### config.mk
export PLATFORM = sky130hd
export DESIGN_NAME = l2_req_arbiter
export DESIGN_NICKNAME = d
export VERILOG_FILES = /design/src/rtl/l2_req_arbiter_pkg.sv /design/src/rtl/l2_req_arbiter_rr_priority_picker.sv /design/src/rtl/l2_req_arbiter.sv
export SDC_FILE = /design/constraint.sdc
export NUM_CORES = 1
export LEC_CHECK = 0
export ABC_AREA = 1
export CAP_MARGIN = 15
export CORE_AREA = 8 8 493 495
export CTS_CLUSTER_DIAMETER = 200
export DETAILED_ROUTE_END_ITERATION = 10
export DIE_AREA = 0 0 501 503
export SYNTH_ARGS = -nofsm -noshare
export SYNTH_HDL_FRONTEND = slang
export SYNTH_SLANG_ARGS = --single-unit
export TNS_END_PERCENT = 1
### constraint.sdc
create_clock -name i_clk -period 56.4 [get_ports i_clk]
set_clock_uncertainty 0.1 [all_clocks]
set_input_delay 5.64 -clock i_clk [delete_from_list [all_inputs] [get_ports i_clk]]
set_output_delay 5.64 -clock i_clk [all_outputs]
set_load 0.01 [all_outputs]
### src/rtl/l2_req_arbiter_pkg.sv
// Shared types for the L2 request arbiter.
// Line, address and FSM state definitions.
package l2_req_arbiter_pkg;

  localparam int PADDR_W = 56;
  localparam int LINE_W  = 512;

  typedef logic [PADDR_W-1:0] paddr_t;
  typedef logic [LINE_W-1:0]  cacheline_t;

  typedef enum logic [2:0] {
    ARB_IDLE,
    ARB_GRANT,
    ARB_ISSUE,
    ARB_WAIT,
    ARB_RETURN
  } arb_state_t;

  localparam int REQ_L1I = 0;
  localparam int REQ_L1D = 1;
  localparam int REQ_PTW = 2;

endpackage

### src/rtl/l2_req_arbiter_rr_priority_picker.sv
// Round-robin picker: first set request at or above ptr.
// Pure combinational, shared with the L2 bank arbiters.
module rr_priority_picker #(
  parameter int N = 3,
  parameter int B = 2
) (
  input  logic [N-1:0] i_req,
  input  logic [B-1:0] i_ptr,
  output logic [B-1:0] o_winner,
  output logic         o_found
);

  logic [B:0]   sum;
  logic [B-1:0] idx;

  // scan N slots starting at the pointer, wrapping modulo N
  always_comb begin
    o_winner = '0;
    o_found  = 1'b0;
    sum      = '0;
    idx      = '0;
    for (int i = 0; i < N; i++) begin
      sum = {1'b0, i_ptr} + (B+1)'(i);
      if (sum >= (B+1)'(N)) sum = sum - (B+1)'(N);
      idx = sum[B-1:0];
      if (!o_found && i_req[idx]) begin
        o_found  = 1'b1;
        o_winner = idx;
      end
    end
  end

endmodule

### src/rtl/l2_req_arbiter.sv
// Single-port L2 request arbiter for L1I, L1D and PTW.
// One miss in flight, round-robin grant, watchdog return.
module l2_req_arbiter
  import l2_req_arbiter_pkg::*;
#(
  parameter int NUM_REQ        = 3,
  parameter int REQ_BITS       = 2,
  parameter int TIMEOUT_CYCLES = 1024,
  parameter int TIMEOUT_BITS   = 11
) (
  input  logic               i_clk,
  input  logic               i_rst,
  input  logic [NUM_REQ-1:0] i_req,
  output logic [NUM_REQ-1:0] o_grant,
  input  logic [NUM_REQ-1:0] i_req_valid,
  input  paddr_t             i_req_paddr [NUM_REQ],
  output logic [NUM_REQ-1:0] o_returned,
  output cacheline_t         o_ret_data,
  output logic               o_ret_error,
  output logic               o_l2_req,
  input  logic               i_l2_grant,
  output logic               o_l2_req_valid,
  output paddr_t             o_l2_req_paddr,
  input  logic               i_l2_returned,
  input  cacheline_t         i_l2_returned_data,
  output logic               o_timeout_sticky
);

  arb_state_t              state_q, state_d;
  logic [REQ_BITS-1:0]     rr_q, rr_d;
  logic [REQ_BITS-1:0]     owner_q, owner_d;
  logic [TIMEOUT_BITS-1:0] wd_q, wd_d;
  logic [NUM_REQ-1:0]      grant_d, ret_d;
  cacheline_t              data_d;
  logic                    err_d, l2_req_d;
  logic                    l2_vld_d, sticky_d;
  paddr_t                  paddr_d;

  logic [REQ_BITS-1:0]     winner;
  logic                    found;
  logic [NUM_REQ-1:0]      owner_oh;
  logic                    wd_expired;

  rr_priority_picker #(
    .N (NUM_REQ),
    .B (REQ_BITS)
  ) u_pick (
    .i_req    (i_req),
    .i_ptr    (rr_q),
    .o_winner (winner),
    .o_found  (found)
  );

  assign owner_oh   = NUM_REQ'(1) << owner_q;
  assign wd_expired =
    wd_q == TIMEOUT_BITS'(TIMEOUT_CYCLES - 1);

  // next state; pulses default low, held outputs default to hold
  always_comb begin
    state_d  = state_q;
    rr_d     = rr_q;
    owner_d  = owner_q;
    wd_d     = wd_q;
    grant_d  = o_grant;
    ret_d    = '0;
    data_d   = '0;
    err_d    = 1'b0;
    l2_req_d = o_l2_req;
    l2_vld_d = 1'b0;
    paddr_d  = o_l2_req_paddr;
    sticky_d = o_timeout_sticky;
    unique case (state_q)
      ARB_IDLE: begin
        if (found) begin
          owner_d = winner;
          grant_d = NUM_REQ'(1) << winner;
          state_d = ARB_GRANT;
        end
      end
      ARB_GRANT: begin
        if (i_req_valid[owner_q]) begin
          paddr_d  = i_req_paddr[owner_q];
          grant_d  = '0;
          l2_req_d = 1'b1;
          state_d  = ARB_ISSUE;
        end else if (!i_req[owner_q]) begin
          grant_d = '0;
          state_d = ARB_IDLE;
        end
      end
      ARB_ISSUE: begin
        if (i_l2_grant) begin
          l2_req_d = 1'b0;
          l2_vld_d = 1'b1;
          state_d  = ARB_WAIT;
        end
      end
      ARB_WAIT: begin
        if (i_l2_returned) begin
          ret_d   = owner_oh;
          data_d  = i_l2_returned_data;
          state_d = ARB_RETURN;
        end else if (wd_expired) begin
          ret_d    = owner_oh;
          err_d    = 1'b1;
          sticky_d = 1'b1;
          state_d  = ARB_RETURN;
        end else begin
          wd_d = wd_q + TIMEOUT_BITS'(1);
        end
      end
      ARB_RETURN: begin
        rr_d = (owner_q == REQ_BITS'(NUM_REQ - 1))
             ? '0 : owner_q + REQ_BITS'(1);
        wd_d    = '0;
        state_d = ARB_IDLE;
      end
      default: state_d = ARB_IDLE;
    endcase
  end

  // state and registered outputs; reset drops any transaction
  always_ff @(posedge i_clk or posedge i_rst) begin
    if (i_rst) begin
      state_q          <= ARB_IDLE;
      rr_q             <= '0;
      owner_q          <= '0;
      wd_q             <= '0;
      o_grant          <= '0;
      o_returned       <= '0;
      o_ret_data       <= '0;
      o_ret_error      <= 1'b0;
      o_l2_req         <= 1'b0;
      o_l2_req_valid   <= 1'b0;
      o_l2_req_paddr   <= '0;
      o_timeout_sticky <= 1'b0;
    end else begin
      state_q          <= state_d;
      rr_q             <= rr_d;
      owner_q          <= owner_d;
      wd_q             <= wd_d;
      o_grant          <= grant_d;
      o_returned       <= ret_d;
      o_ret_data       <= data_d;
      o_ret_error      <= err_d;
      o_l2_req         <= l2_req_d;
      o_l2_req_valid   <= l2_vld_d;
      o_l2_req_paddr   <= paddr_d;
      o_timeout_sticky <= sticky_d;
    end
  end

  a_grant_oh: assert property (
    @(posedge i_clk) disable iff (i_rst)
    $onehot0(o_grant));

  a_ret_oh: assert property (
    @(posedge i_clk) disable iff (i_rst)
    $onehot0(o_returned));

endmodule

==> flow_metrics.py, run 1 <==
metrics = {
    "grt": {
        "grt_pass1_vias": 23200,
        "antenna_found_initial": 170,
        "grt_pass1_wl_mm": 248,
        "grt.overflow.total": 0,
        "grt_max_degree": 206,
        "grt_usage_pct": 15.0,
    },
    "cts": {
        "clock_latency_ps": 690,
        "cts-hold-fix-buffers": 0,
        "clockBufferDepth": 3,
        "post_cts_buffers": 0,
        "cts-root-buf": "clkbuf_16",
        "cts_tree": "yes",
        "clock-sinks": 596,
        "cts.clk_slew.worst_paths_ps": 60,
        "cts_buffers": 83,
        "ctsResizeCount": 0,
        "h-tree-depth": 3,
    },
    "timing": {
        "hold_ws_ps": 377,
        "setup_violations": 0,
        "rsz0062_at_grt": "false",
        "tns_ps": 0,
        "layout_setup_ws_ps": 47760,
        "min_period_over_period_pct": 15.3,
        "min_period_ps": 8640,
        "slew_headroom_pct": 29.2,
        "finalHoldViolations": 0,
        "max_freq_ghz": 0.116,
        "finalMaxSlewViolations": 0,
        "worstMarginPinSlew_ps": 1060,
    },
    "placed_design": {
        "place.gp.congestion": 0.913,
        "dp_slack_ps": 46820,
        "port_buffers": 1267,
        "post-dp-hpwl_mm": 170,
    },
    "worst_hold_path": {
        "hold_class": "register to register",
        "worstHoldEndpoint": "o_timeout_sticky$_DFFE_PP0P_",
        "worstHoldStart": "o_timeout_sticky$_DFFE_PP0P_",
        "hold_depth": 1,
    },
    "final_layout": {
        "layout-drive-gt1-share_pct": 4.59,
        "area_growth_pct": 87.3,
        "fillerInstances": 26200,
        "final_cell_mix": "1266 x clkdlybuf4s50_1, 906 x nand2_1, 596 x dfrtp_1, 532 x nor2_1, 83 x clkbuf_16",
        "final_common_cell": "clkdlybuf4s50_1",
        "finalNetCount": 4273,
        "fin_util_pct": 17.5,
    },
    "synth": {
        "ys_ff_latch": 596,
        "syn_area_per_cell_um2": 9.31,
        "synth_xor_area_share_pct": 0.0401,
        "yosysTopAreaCell": "dfrtp_1",
        "synth_area_leaders": "dfrtp_1 68%, nand2_1 16%, nor2_1 9.1%",
        "synthAdderAreaFrac_pct": 0.286,
        "synthesis.area_mm2": 0.0219,
        "yosysTopAreaCellShare_pct": 68.2,
        "yosysWarnings": 0,
        "synthMuxAreaShare_pct": 0,
        "yosysSeqAreaShare_pct": 68.2,
        "synth_cell_types": 25,
        "synth_top_family_by_area": "simple AND/OR/NAND/NOR gates",
        "syn_inst": 2350,
        "yosys.area_share.simple_pct": 27.2,
        "syn_nets": 3045,
        "synth_compound_area_share_pct": 0.492,
    },
    "worst_setup_path": {
        "slowest_delay_ps": 860,
        "path_cells": "clkdlybuf4s50_1 -> inv_8 -> buf_4 -> buf_4 -> buf_4",
        "critPathCaptureType": "asynchronous set/reset pin",
        "cp-start-kind": "input pin",
        "crit_path_max_fanout": 105,
        "criticalPathCategory": "input pin to asynchronous set/reset pin",
        "worstPathRequired_ps": 57000,
        "r2r-start": "state_q[0]$_DFFE_PP0P_",
        "cp.buffers_inverters": 5,
        "r2r_slack_ps": 53230,
        "critical_path.slowest_cell": "buf_4",
        "cp_top_family": "buffers and inverters",
        "cpMostUsedCell": "buf_4",
        "r2r_cells": 6,
        "critPathArrivalTime_ps": 9230,
        "r2r_end": "o_timeout_sticky$_DFFE_PP0P_",
    },
    "floorplanning": {
        "num_rows": 178,
        "die_y_um": 503,
        "die_area_mm2": 0.252,
        "die_w_um": 501,
        "fp.coreArea_mm2": 0.235,
        "ios": 1268,
        "initial_core_util_pct": 9.32,
    },
    "route": {
        "wl_met3_mm": 34.6,
        "num_vias": 22000,
        "met2RoutedLength_mm": 83.3,
        "dr.pass1.iters": 5,
        "wl_per_cell_um": 29.2,
        "remaining_drc_errors": 0,
        "antenna_left": 0,
        "routed_wl_mm": 199,
        "wl_met1_mm": 75.8,
        "drt-initial-drc-count": 1584,
        "routed.top_layer": "met5",
        "vias_per_cell": 3.22,
    },
    "run": {
        "max_cap_viol_count": 0,
    },
    "pwr": {
        "p_leak_uw": 0.0176,
        "peakVddDrop_uv": 37.0,
        "p_per_area_mw_per_mm2": 38.8,
    },
    "status": {
        "run_status": "finished, final reports clean",
    },
}
-- per-layer routing --
metal	vias up	global-route usage, %
met5	-	0
met4	48	3.67
met3	385	11.8
met2	1382	22.4
met1	10600	16.8
li1	9587	-
-- cell type report --
type / instances / area (µm²) / share of cell area, %
well taps: 3150 / 3940 / 9.62
repair buffers: 1290 / 12900 / 31.5
diodes: 36 / 90.1 / 0.220
inverters: 37 / 146 / 0.357
multi-input cells: 1570 / 6150 / 15.0
flip-flops and latches: 596 / 14900 / 36.4
clock inverters: 35 / 498 / 1.22
clock buffers: 109 / 2300 / 5.63
-- Yosys cell counts (all sizes together) --
library cell and instances:
nand2 907, dfrtp 596, nor2 536, buf 87, nand3 82, clkbuf 60
inv 37, o21ai 14, nor3 11, ha 5, nor3b 4, a21oi 3
nand4 3, a31o 1, a31oi 1, o21bai 1, or2 1, xnor2 1
-- logic make-up after synthesis --
group | count (synthesis)
DFF | 596
and+or+nand+nor | 1544
adders and majority gates | 5
xor gates and xnor gates | 1
buffers and inverters | 184
AOI/OAI and AO/OA | 20
-- worst register-to-register path, stage by stage (launching register included) --
cell	delay, ps
dfrtp_1	450
nand3_4	390
buf_4	580
buf_4	850
nor3_1	220
buf_4	210
or2_2	270
-- through the flow --
step / std cells / area, µm² / power (µW)
floorplan: 2350 / 21900 / 723
global placement: 6642 / 38000 / 1060
detailed placement: 6642 / 38000 / 1060
CTS: 6786 / 40800 / 1630
global route: 6803 / 40900 / 1680
finish: 6823 / 41000 / 1590
-- sequential cells by signal, indices dropped and copies added, names as in the netlist --
| name | cells |
|---|---|
| o_ret_data | 512 |
| o_l2_req_paddr | 56 |
| wd_q | 11 |
| o_grant | 3 |
| o_returned | 3 |
| state_q | 3 |
| owner_q | 2 |
| rr_q | 2 |
| o_l2_req | 1 |
| o_l2_req_valid | 1 |
| o_ret_error | 1 |
| o_timeout_sticky | 1 |
-- worst max-delay path by stage --
stage,cells after the start,to,from
6_report,5,o_ret_data[275]$_DFF_PP0_,i_rst
5_1_grt,5,o_ret_data[482]$_DFF_PP0_,i_rst
4_1_cts,5,o_ret_data[436]$_DFF_PP0_,i_rst
3_5_place_dp,5,o_ret_data[439]$_DFF_PP0_,i_rst
3_3_place_gp,5,o_ret_data[489]$_DFF_PP0_,i_rst
2_1_floorplan,1,o_grant[0]$_DFFE_PP0P_,i_rst
-- power by group --
part / switching, µW / internal (µW) / leakage (µW)
Sequential: 33.0 / 495 / 0.00814
Clock: 228 / 318 / 0.00135
Combinational: 320 / 196 / 0.00809
Note: power is estimated with default switching activity, not from simulation.
==> run 2: changes to the inputs <==
--- a/config.mk
+++ b/config.mk
@@ -7,10 +7,10 @@
 export LEC_CHECK = 0
 export ABC_AREA = 1
 export CAP_MARGIN = 15
-export CORE_AREA = 8 8 493 495
+export CORE_AREA = 8 8 483 485
 export CTS_CLUSTER_DIAMETER = 200
 export DETAILED_ROUTE_END_ITERATION = 10
-export DIE_AREA = 0 0 501 503
+export DIE_AREA = 0 0 491 493
 export SYNTH_ARGS = -nofsm -noshare
 export SYNTH_HDL_FRONTEND = slang
 export SYNTH_SLANG_ARGS = --single-unit
==> constraint.sdc (replaced) <==
create_clock -name i_clk -period 8.6 [get_ports i_clk]
set_clock_uncertainty 0.1 [all_clocks]
set_input_delay 0.86 -clock i_clk [delete_from_list [all_inputs] [get_ports i_clk]]
set_output_delay 0.86 -clock i_clk [all_outputs]
set_load 0.01 [all_outputs]
==> run 2 against run 1 <==
  * Hold slack worse by 4.3 ps
  * Non-clock buffer count is 3 lower
  * Final area is 0.71% lower
==> flow_metrics.py, run 2 (synthesis gave the netlist of run 1 again) <==
metrics = {
    "floorplanning": {
        "die_area_mm2": 0.242,
        "num_rows": 175,
        "die_y_um": 493,
        "die_w_um": 491,
        "fp.coreArea_mm2": 0.226,
        "ios": 1268,
        "initial_core_util_pct": 9.68,
    },
    "final_layout": {
        "largest_reg_flops": 512,
        "fillerInstances": 25200,
        "regMostFlops": "o_ret_data",
        "final_common_cell": "clkdlybuf4s50_1",
        "final_area_mm2": 0.0407,
        "register_area_mm2": 0.0149,
        "multi_input_area_mm2": 0.00616,
        "final_cell_mix": "1266 x clkdlybuf4s50_1, 906 x nand2_1, 596 x dfrtp_1, 532 x nor2_1, 81 x nand3_1",
        "reg_top3": "o_ret_data (512), o_l2_req_paddr (56), wd_q (11)",
        "finalNetCount": 4266,
        "area_growth_pct": 86.0,
        "layout-drive-gt1-share_pct": 4.36,
    },
    "route": {
        "remaining_drc_errors": 0,
        "routed_wl_mm": 189,
        "vias_per_cell": 3.22,
        "num_vias": 21500,
        "antenna_left": 0,
        "dr.pass1.iters": 5,
        "wl_per_cell_um": 28.4,
        "drt-initial-drc-count": 1382,
    },
    "pwr": {
        "p_per_area_mw_per_mm2": 254,
        "peakVddDrop_uv": 137,
        "p_leak_uw": 0.0175,
        "power_uw": 10300,
    },
    "placed_design": {
        "place.gp.congestion": 0.889,
        "port_buffers": 1267,
        "post_dp_cell_area_mm2": 0.0379,
        "post-dp-hpwl_mm": 161,
    },
    "grt": {
        "grt.overflow.total": 0,
        "grt_max_degree": 188,
        "grt_usage_pct": 15.0,
        "antenna_found_initial": 130,
        "grt_pass1_wl_mm": 240,
        "grt_pass1_vias": 23000,
    },
    "worst_setup_path": {
        "path_cells": "nand3_4 -> buf_12 -> buf_4 -> nor2_1",
        "worstPathRequired_ps": 9050,
        "slowest_delay_ps": 700,
        "critPathArrivalTime_ps": 3580,
        "critPathCaptureType": "register",
        "cp-start-kind": "register",
        "critical_path.slowest_cell": "buf_4",
        "crit_path_max_fanout": 187,
        "criticalPathCategory": "register to register",
    },
    "timing": {
        "hold_ws_ps": 373,
        "worstMarginPinSlew_ps": 1100,
        "min_period_over_period_pct": 36.5,
        "rsz0062_at_grt": "false",
        "min_period_ps": 3140,
        "max_freq_ghz": 0.319,
        "finalHoldViolations": 0,
        "slew_headroom_pct": 27.0,
        "setup_violations": 0,
        "finalMaxSlewViolations": 0,
    },
    "run": {
        "max_cap_viol_count": 0,
    },
    "cts": {
        "clock_latency_ps": 690,
        "ctsResizeCount": 0,
        "cts_buffers": 79,
        "clockBufferDepth": 3,
        "post_cts_buffers": 0,
        "cts_tree": "yes",
        "cts-hold-fix-buffers": 0,
        "h-tree-depth": 3,
        "cts.clk_slew.worst_paths_ps": 60,
        "cts-root-buf": "clkbuf_16",
        "clock-sinks": 596,
    },
    "status": {
        "run_status": "finished, final reports clean",
    },
    "worst_hold_path": {
        "hold_class": "register to register",
    },
}
run 2: changes by cell type in the layout (fill, tap and decap cells not counted), sizes merged:
| cell | delta |
|---|---|
| diode | -10 |
| bufinv | +4 |
| buf | -3 |
| inv | -2 |
| clkbuf | -6 |
| clkinvlp | -2 |
run 2: critical path, delay by kind of cell, from the launching register on:
| kind | cells | cell delay [ps] |
|---|---|---|
| buffers and inverters | 2 | 1320 |
| DFF | 1 | 470 |
| and+or+nand+nor | 2 | 800 |
run 2: worst paths after layout:
path                                                   start                        endpoint  slack (ps)  cells after the start
worst min-delay path            o_timeout_sticky$_DFFE_PP0P_    o_timeout_sticky$_DFFE_PP0P_         370                      1
worst max register to register        state_q[0]$_DFFE_PP0P_       o_ret_data[187]$_DFF_PP0_        5460                      4
min in group asynchronous                              i_rst  o_l2_req_paddr[25]$_DFFE_PP0P_         540                      2
max in group asynchronous                              i_rst       o_ret_data[103]$_DFF_PP0_        6030                      4
worst min register to register  o_timeout_sticky$_DFFE_PP0P_    o_timeout_sticky$_DFFE_PP0P_         370                      1
worst max-delay path                  state_q[0]$_DFFE_PP0P_       o_ret_data[187]$_DFF_PP0_        5460                      4
run 2: final cells by class:
cell class	instances	share of cell area [%]
Inverter	37	0.351
Clock inverter	35	1.35
Sequential cell	596	36.7
Timing Repair Buffer	1287	31.7
Antenna cell	26	0.160
Tap cell	3009	9.26
Multi-Input combinational cell	1570	15.1
Clock buffer	103	5.33
run 2: layer usage:
| layer | wire length, µm | track usage [%] | vias to the layer above | part of all wire, % |
|---|---|---|---|---|
| met5 | 150 | 0 | - | 0.079 |
| met4 | 5230 | 4.00 | 26 | 2.8 |
| met3 | 33900 | 12.3 | 298 | 18 |
| met2 | 79900 | 22.4 | 1262 | 42 |
| met1 | 70100 | 16.2 | 10300 | 37 |
| li1 | - | - | 9564 | - |
run 2: metrics by stage:
| stage | util, % | setup WS, ps | TNS [ps] | instances |
|---|---|---|---|---|
| 2_1_floorplan | - | -487 | -290420 | 2350 |
| 3_3_place_gp | 16.8 | 5210 | 0 | 6499 |
| 3_5_place_dp | 16.8 | 5100 | 0 | 6499 |
| 4_1_cts | 18.0 | 5440 | 0 | 6637 |
| 5_1_grt | 18.0 | 5220 | 0 | 6650 |
| 6_report | 18.0 | 5460 | 0 | 6663 |
run 2: where the power goes:
part           leakage, µW  total, µW  switching [µW]  internal (µW)
clock              0.00133       3520            1430           2090
sequential         0.00814       3470             226           3250
combinational      0.00807       3330            2050           1280
